[config.mk]
export PLATFORM = sky130hd
export DESIGN_NAME = hc138_cs_scheduler_flat
export DESIGN_NICKNAME = d
export VERILOG_FILES = /design/src/rtl/hc138_sched_pkg.sv /design/src/rtl/hc138_cs_scheduler_if.sv /design/src/rtl/rr_pick8.sv /design/src/rtl/hc138_cs_scheduler.sv /design/src/flat_wrapper.sv
export SDC_FILE = /design/constraint.sdc
export NUM_CORES = 1
export LEC_CHECK = 0
export BUFFER_PORTS_ARGS = -buffer_cell sky130_fd_sc_hd__buf_2
export CORE_MARGIN = 2
export CORE_UTILIZATION = 55
export DETAILED_ROUTE_END_ITERATION = 7
export PLACE_DENSITY = 0.81
export SYNTH_ARGS = -nofsm -noshare
export SYNTH_HDL_FRONTEND = slang
export SYNTH_SLANG_ARGS = --single-unit
[constraint.sdc]
create_clock -name clk -period 4.08 [get_ports clk]
set_input_delay 0.612 -clock clk [delete_from_list [all_inputs] [get_ports clk]]
set_output_delay 0.612 -clock clk [all_outputs]
set_load 0.05 [all_outputs]
[src/rtl/hc138_sched_pkg.sv]
// rtl/hc138_sched_pkg.sv - shared states and constants for the hc138 chip-select scheduler
package hc138_sched_pkg;

    localparam int         N_REQ   = 8;
    localparam int         IDX_W   = 3;
    localparam logic [2:0] DEC_ON  = 3'b111;
    localparam logic [2:0] DEC_OFF = 3'b000;

    typedef enum logic [1:0] {
        IDLE,
        SETUP,
        ACTIVE,
        RECOVER
    } sched_state_e;

    function automatic logic [N_REQ-1:0] idx_to_onehot(input logic [IDX_W-1:0] idx);
        idx_to_onehot = N_REQ'(1) << idx;
    endfunction

endpackage

[src/rtl/hc138_cs_scheduler_if.sv]
// rtl/hc138_cs_scheduler_if.sv - requester and decoder-side signals of the chip-select scheduler
interface hc138_cs_scheduler_if;
    import hc138_sched_pkg::*;

    logic [N_REQ-1:0] req;
    logic [IDX_W-1:0] dec_addr;
    logic [2:0]       dec_en;
    logic [N_REQ-1:0] grant;
    logic             busy;
    logic             timeout;

    modport master (
        output req,
        input  dec_addr, dec_en, grant, busy, timeout
    );

    modport slave (
        input  req,
        output dec_addr, dec_en, grant, busy, timeout
    );

endinterface

[src/rtl/rr_pick8.sv]
// rtl/rr_pick8.sv - combinational round-robin pick of 8 requesters, searching from last_ptr+1
module rr_pick8
    import hc138_sched_pkg::*;
(
    input  logic [N_REQ-1:0] req_i,
    input  logic [IDX_W-1:0] last_ptr_i,
    output logic [IDX_W-1:0] idx_o,
    output logic             any_o
);

    logic [IDX_W-1:0] cand;

    always_comb begin
        idx_o = '0;
        cand  = '0;
        // Walk from the farthest candidate back toward last_ptr+1 so the nearest set bit wins.
        for (int i = N_REQ; i >= 1; i--) begin
            cand = last_ptr_i + IDX_W'(i);
            if (req_i[cand]) begin
                idx_o = cand;
            end
        end
    end

    assign any_o = |req_i;

endmodule

[src/rtl/hc138_cs_scheduler.sv]
// rtl/hc138_cs_scheduler.sv - round-robin scheduler sequencing hc138 address/enable with setup and recovery
// Optional per-grant hold limit with timeout pulse: define HC138_SCHED_TIMEOUT_EN.
module hc138_cs_scheduler
    import hc138_sched_pkg::*;
#(
    parameter int SETUP_CYC   = 1,
    parameter int RECOVER_CYC = 1,
    parameter int MAX_HOLD    = 16
) (
    input  logic                 clk,
    input  logic                 rst,
    hc138_cs_scheduler_if.slave  bus
);

    // Illegal parameter values hold the scheduler idle rather than mistime the decoder.
    localparam bit CFG_OK = (SETUP_CYC >= 1) && (SETUP_CYC <= 15) &&
                            (RECOVER_CYC >= 1) && (RECOVER_CYC <= 15) &&
                            (MAX_HOLD >= 2) && (MAX_HOLD <= 255);
    localparam logic [3:0] SETUP_LAST   = 4'(SETUP_CYC - 1);
    localparam logic [3:0] RECOVER_LAST = 4'(RECOVER_CYC - 1);

    sched_state_e     state_q, state_d;
    logic [IDX_W-1:0] addr_q, addr_d;
    logic [IDX_W-1:0] last_ptr_q, last_ptr_d;
    logic [2:0]       en_q, en_d;
    logic [N_REQ-1:0] grant_q, grant_d;
    logic [3:0]       phase_q, phase_d, phase_inc;
    logic [IDX_W-1:0] pick_idx;
    logic             pick_any;
    logic             release_now;

`ifdef HC138_SCHED_TIMEOUT_EN
    localparam logic [7:0] HOLD_LIMIT = 8'(MAX_HOLD);
    logic [7:0] hold_q, hold_d, hold_inc;
    logic       timeout_q, timeout_d;

    assign hold_inc = (hold_q == 8'hFF) ? hold_q : hold_q + 8'd1;
`endif

    rr_pick8 u_pick (
        .req_i      (bus.req),
        .last_ptr_i (last_ptr_q),
        .idx_o      (pick_idx),
        .any_o      (pick_any)
    );

    assign phase_inc = (phase_q == 4'hF) ? phase_q : phase_q + 4'd1;

    always_comb begin
        state_d     = state_q;
        addr_d      = addr_q;
        last_ptr_d  = last_ptr_q;
        en_d        = en_q;
        grant_d     = grant_q;
        phase_d     = phase_q;
        release_now = 1'b0;
`ifdef HC138_SCHED_TIMEOUT_EN
        hold_d      = hold_q;
        timeout_d   = 1'b0;
`endif
        case (state_q)
            IDLE: begin
                if (CFG_OK && pick_any) begin
                    addr_d  = pick_idx;
                    phase_d = '0;
                    state_d = SETUP;
                end
            end
            SETUP: begin
                if (!bus.req[addr_q]) begin
                    phase_d = '0;
                    state_d = RECOVER;
                end else if (phase_q >= SETUP_LAST) begin
                    en_d    = DEC_ON;
                    grant_d = idx_to_onehot(addr_q);
                    state_d = ACTIVE;
`ifdef HC138_SCHED_TIMEOUT_EN
                    hold_d  = 8'd1;
`endif
                end else begin
                    phase_d = phase_inc;
                end
            end
            ACTIVE: begin
                release_now = !bus.req[addr_q];
`ifdef HC138_SCHED_TIMEOUT_EN
                hold_d = hold_inc;
                if (!release_now && (hold_q >= HOLD_LIMIT)) begin
                    release_now = 1'b1;
                    timeout_d   = 1'b1;
                end
`endif
                if (release_now) begin
                    en_d       = DEC_OFF;
                    grant_d    = '0;
                    last_ptr_d = addr_q;
                    phase_d    = '0;
                    state_d    = RECOVER;
                end
            end
            RECOVER: begin
                if (phase_q >= RECOVER_LAST) begin
                    state_d = IDLE;
                end else begin
                    phase_d = phase_inc;
                end
            end
            default: begin
                en_d    = DEC_OFF;
                grant_d = '0;
                state_d = IDLE;
            end
        endcase
    end

    always_ff @(posedge clk or posedge rst) begin
        if (rst) begin
            state_q    <= IDLE;
            addr_q     <= '0;
            last_ptr_q <= IDX_W'(N_REQ - 1);
            en_q       <= DEC_OFF;
            grant_q    <= '0;
            phase_q    <= '0;
        end else begin
            state_q    <= state_d;
            addr_q     <= addr_d;
            last_ptr_q <= last_ptr_d;
            en_q       <= en_d;
            grant_q    <= grant_d;
            phase_q    <= phase_d;
        end
    end

`ifdef HC138_SCHED_TIMEOUT_EN
    always_ff @(posedge clk or posedge rst) begin
        if (rst) begin
            hold_q    <= '0;
            timeout_q <= 1'b0;
        end else begin
            hold_q    <= hold_d;
            timeout_q <= timeout_d;
        end
    end

    assign bus.timeout = timeout_q;
`else
    assign bus.timeout = 1'b0;
`endif

    assign bus.dec_addr = addr_q;
    assign bus.dec_en   = en_q;
    assign bus.grant    = grant_q;
    assign bus.busy     = (state_q != IDLE);

endmodule

[src/flat_wrapper.sv]
// flat-port wrapper written by rule: the top's interface ports become plain ports
module hc138_cs_scheduler_flat import hc138_sched_pkg::*;
#(
    parameter int SETUP_CYC   = 1,
    parameter int RECOVER_CYC = 1,
    parameter int MAX_HOLD    = 16
)
  (clk, rst, bus_req, bus_dec_addr, bus_dec_en, bus_grant, bus_busy, bus_timeout);
  hc138_cs_scheduler_if bus_i ();
  input  logic clk;
  input  logic rst;
  input wire logic [$bits(bus_i.req)-1:0] bus_req;
  output wire logic [$bits(bus_i.dec_addr)-1:0] bus_dec_addr;
  output wire logic [$bits(bus_i.dec_en)-1:0] bus_dec_en;
  output wire logic [$bits(bus_i.grant)-1:0] bus_grant;
  output wire logic [$bits(bus_i.busy)-1:0] bus_busy;
  output wire logic [$bits(bus_i.timeout)-1:0] bus_timeout;
  assign bus_i.req = bus_req;
  assign bus_dec_addr = bus_i.dec_addr;
  assign bus_dec_en = bus_i.dec_en;
  assign bus_grant = bus_i.grant;
  assign bus_busy = bus_i.busy;
  assign bus_timeout = bus_i.timeout;
  hc138_cs_scheduler #(.SETUP_CYC(SETUP_CYC), .RECOVER_CYC(RECOVER_CYC), .MAX_HOLD(MAX_HOLD)) u_core (.clk(clk), .rst(rst), .bus(bus_i));
endmodule
==> impl_metrics.yaml <==
global_routing:
  grt_start_max_net_pins: 22
  gr-usage-all-layers_pct: 22.03
  antenna_found_initial: 0
  grt_pass1_wl_mm: 6.996
  grt-ovfl-total: 0
  grt_pass1_vias: 1439
floorplanning:
  coreArea_um2: 3311
  fp-row-count: 21
  die_x_um: 62.34
  start_util_pct: 56.54
  die_y_um: 62.34
  die_area_um2: 3886
  pin_count: 26
final_layout:
  final_cells: 244
  nets: 214
  final_common_cell: "buf_2"
  most-common-layout-cells: "buf_2, nand2_1, dfrtp_1"
  synthToLayoutAreaGrowth_pct: 5.615
  final_area_um2: 1977
  drive_gt1_share_pct: 35.35
  diodes: 0
timing:
  hold_viol: 0
  setup_viol: 0
  finalCritPeriodShare_pct: 75.24
  skew_ps: 8.927
  slew_violations: 0
  rsz0062_at_grt: "no"
  worstMarginPinSlew_ps: 660.0
  max_freq_mhz: 325.7
  setup_tns_ps: 0
  min_period_ps: 3070
  max_slew_margin_pct: 55.68
clock_network:
  cts.repair.resized: 0
  post-cts-setup-buffers: 0
  clock_sink_count: 17
  clk_pin_slew_ps: 100
  cts_max_level: 1
  clock_latency_ps: 290
  cts_tree: "built"
  cts_root_buffer: "clkbuf_4"
  cts_buffer_depth: 2
  ctsHoldBuffers: 0
  numCtsBuffers: 3
drt:
  dr.first_iter.drc_count: 82
  drc: 0
  antenna_left: 0
  drt_first_pass_iters: 4
  wl_per_cell_um: 16.07
  drt_wl_total_mm: 3.921
  vias_per_cell: 6.119
  num_vias: 1493
job:
  drv_cap: 0
critical_path:
  crit_path_end_kind: "register"
  startpoint_type: "register"
  cp_max_fo: 20
  critPathRequiredTime_ps: 4300
  worst-r2r-cell-count: 8
  crit_arrival_ps: 3290
  worstSetupPathType: "reg2reg"
hold_path:
  hold_path_class: "in2async"
placement:
  dpl.cell_count: 240
  port_buffers: 24
  hpwlAfterDp_mm: 2.864
  globalplace.congestion: 0.9300
  place_area_um2: 1949
yosys:
  synth_warnings: 0
  synthCells: 184
  syn_area_per_cell_um2: 10.17
  ys.flop_type: "dfrtp_1"
  synth-edff-count: 0
  ys_seq_elements: 17
  yosysUniqueCellTypes: 47
  synth_async_sr_flop_share_pct: 100.0
  syn-cell-area_um2: 1872
  synthesis.nets: 199
  ys_seq_area_share_pct: 22.93
outcome:
  outcome: "completed"
[cell type report]
| type | count | area, um2 |
|---|---|---|
| timing repair buffer | 25 | 127.6 |
| multi-input combinational | 142 | 1297 |
| sequential | 17 | 429.2 |
| clock buffer | 3 | 22.52 |
| fill | 295 | 1334 |
| clock inverter | 1 | 5.005 |
| inverter | 10 | 37.54 |
| tap | 46 | 57.56 |
[per-stage QoR]
step	util (%)	worst slack, ps	hold slack [ps]
2_1_floorplan	-	981.8	484.7
3_3_place_gp	58.88	1080	486.3
3_5_place_dp	58.88	1035	489.2
4_1_cts	59.71	1010	399.8
5_1_grt	59.71	822.8	427.9
6_report	59.71	1010	380.6
[path summary, 6_finish.rpt]
check | slack [ps] | from | end
worst max-delay path | 1010 | u_core.last_ptr_q[1]$_DFFE_PP1P_ | u_core.bus.dec_addr[1]$_DFFE_PP0P_
worst min-delay path | 380 | rst | u_core.bus.grant[5]$_DFFE_PP0P_
worst max register to register | 1010 | u_core.last_ptr_q[1]$_DFFE_PP1P_ | u_core.bus.dec_addr[1]$_DFFE_PP0P_
worst min register to register | 510 | u_core.bus.grant[3]$_DFFE_PP0P_ | u_core.bus.grant[3]$_DFFE_PP0P_
max in group asynchronous | 3280 | rst | u_core.bus.grant[3]$_DFFE_PP0P_
min in group clk | 510 | u_core.bus.grant[3]$_DFFE_PP0P_ | u_core.bus.grant[3]$_DFFE_PP0P_
[registers in the layout (all words and copies together), names as in the netlist]
| name | flops |
|---|---|
| u_core.bus.grant | 8 |
| u_core.bus.dec_addr | 3 |
| u_core.last_ptr_q | 3 |
| u_core.state_q | 2 |
| u_core.bus.dec_en | 1 |
[metal layers]
layer | up-vias | global-route usage, % | part of all wire (%)
li1 | 716 | - | -
met1 | 743 | 32.31 | 48
met2 | 28 | 34.92 | 47
met3 | 6 | 4.348 | 3.6
met4 | 0 | 3.056 | 0.92
met5 | - | 0 | 0
[Yosys cell counts (4+ instances only)]
cell	number	area, um2
mux2_2	10	112.6
a21oi_1	4	20.02
mux2_4	9	135.1
nor4_1	4	25.02
mux4_2	13	292.8
inv_1	10	37.54
o211ai_1	4	30.03
buf_4	6	45.04
nor3_1	4	20.02
o21ai_0	12	60.06
nor2_1	10	37.54
nand2_1	18	67.56
ha_1	5	62.56
mux2i_1	8	80.08
dfrtp_1	14	350.3
[kinds of logic after synthesis]
group	after synthesis	share of synthesized area, %
and+or+nand+nor	51	13.84
muxes	42	35.96
AOI/OAI and AO/OA	40	14.57
buffers and inverters	25	7.754
DFF	17	22.93
adders and majority gates	5	3.342
xor gates and xnor gates	3	1.404
other	1	0.2003
[worst max-delay path, cell delays in order, from the launching register on]
cell and delay, ps:
dfstp_2 780, inv_1 130, ha_1 560, mux2_2 400
mux4_2 480, nor2_1 120, nor3b_1 60, o311a_1 330
o221ai_1 140
Power is not shown: default switching activity piles up to over one toggle a cycle in this logic, so the estimate is an artifact.
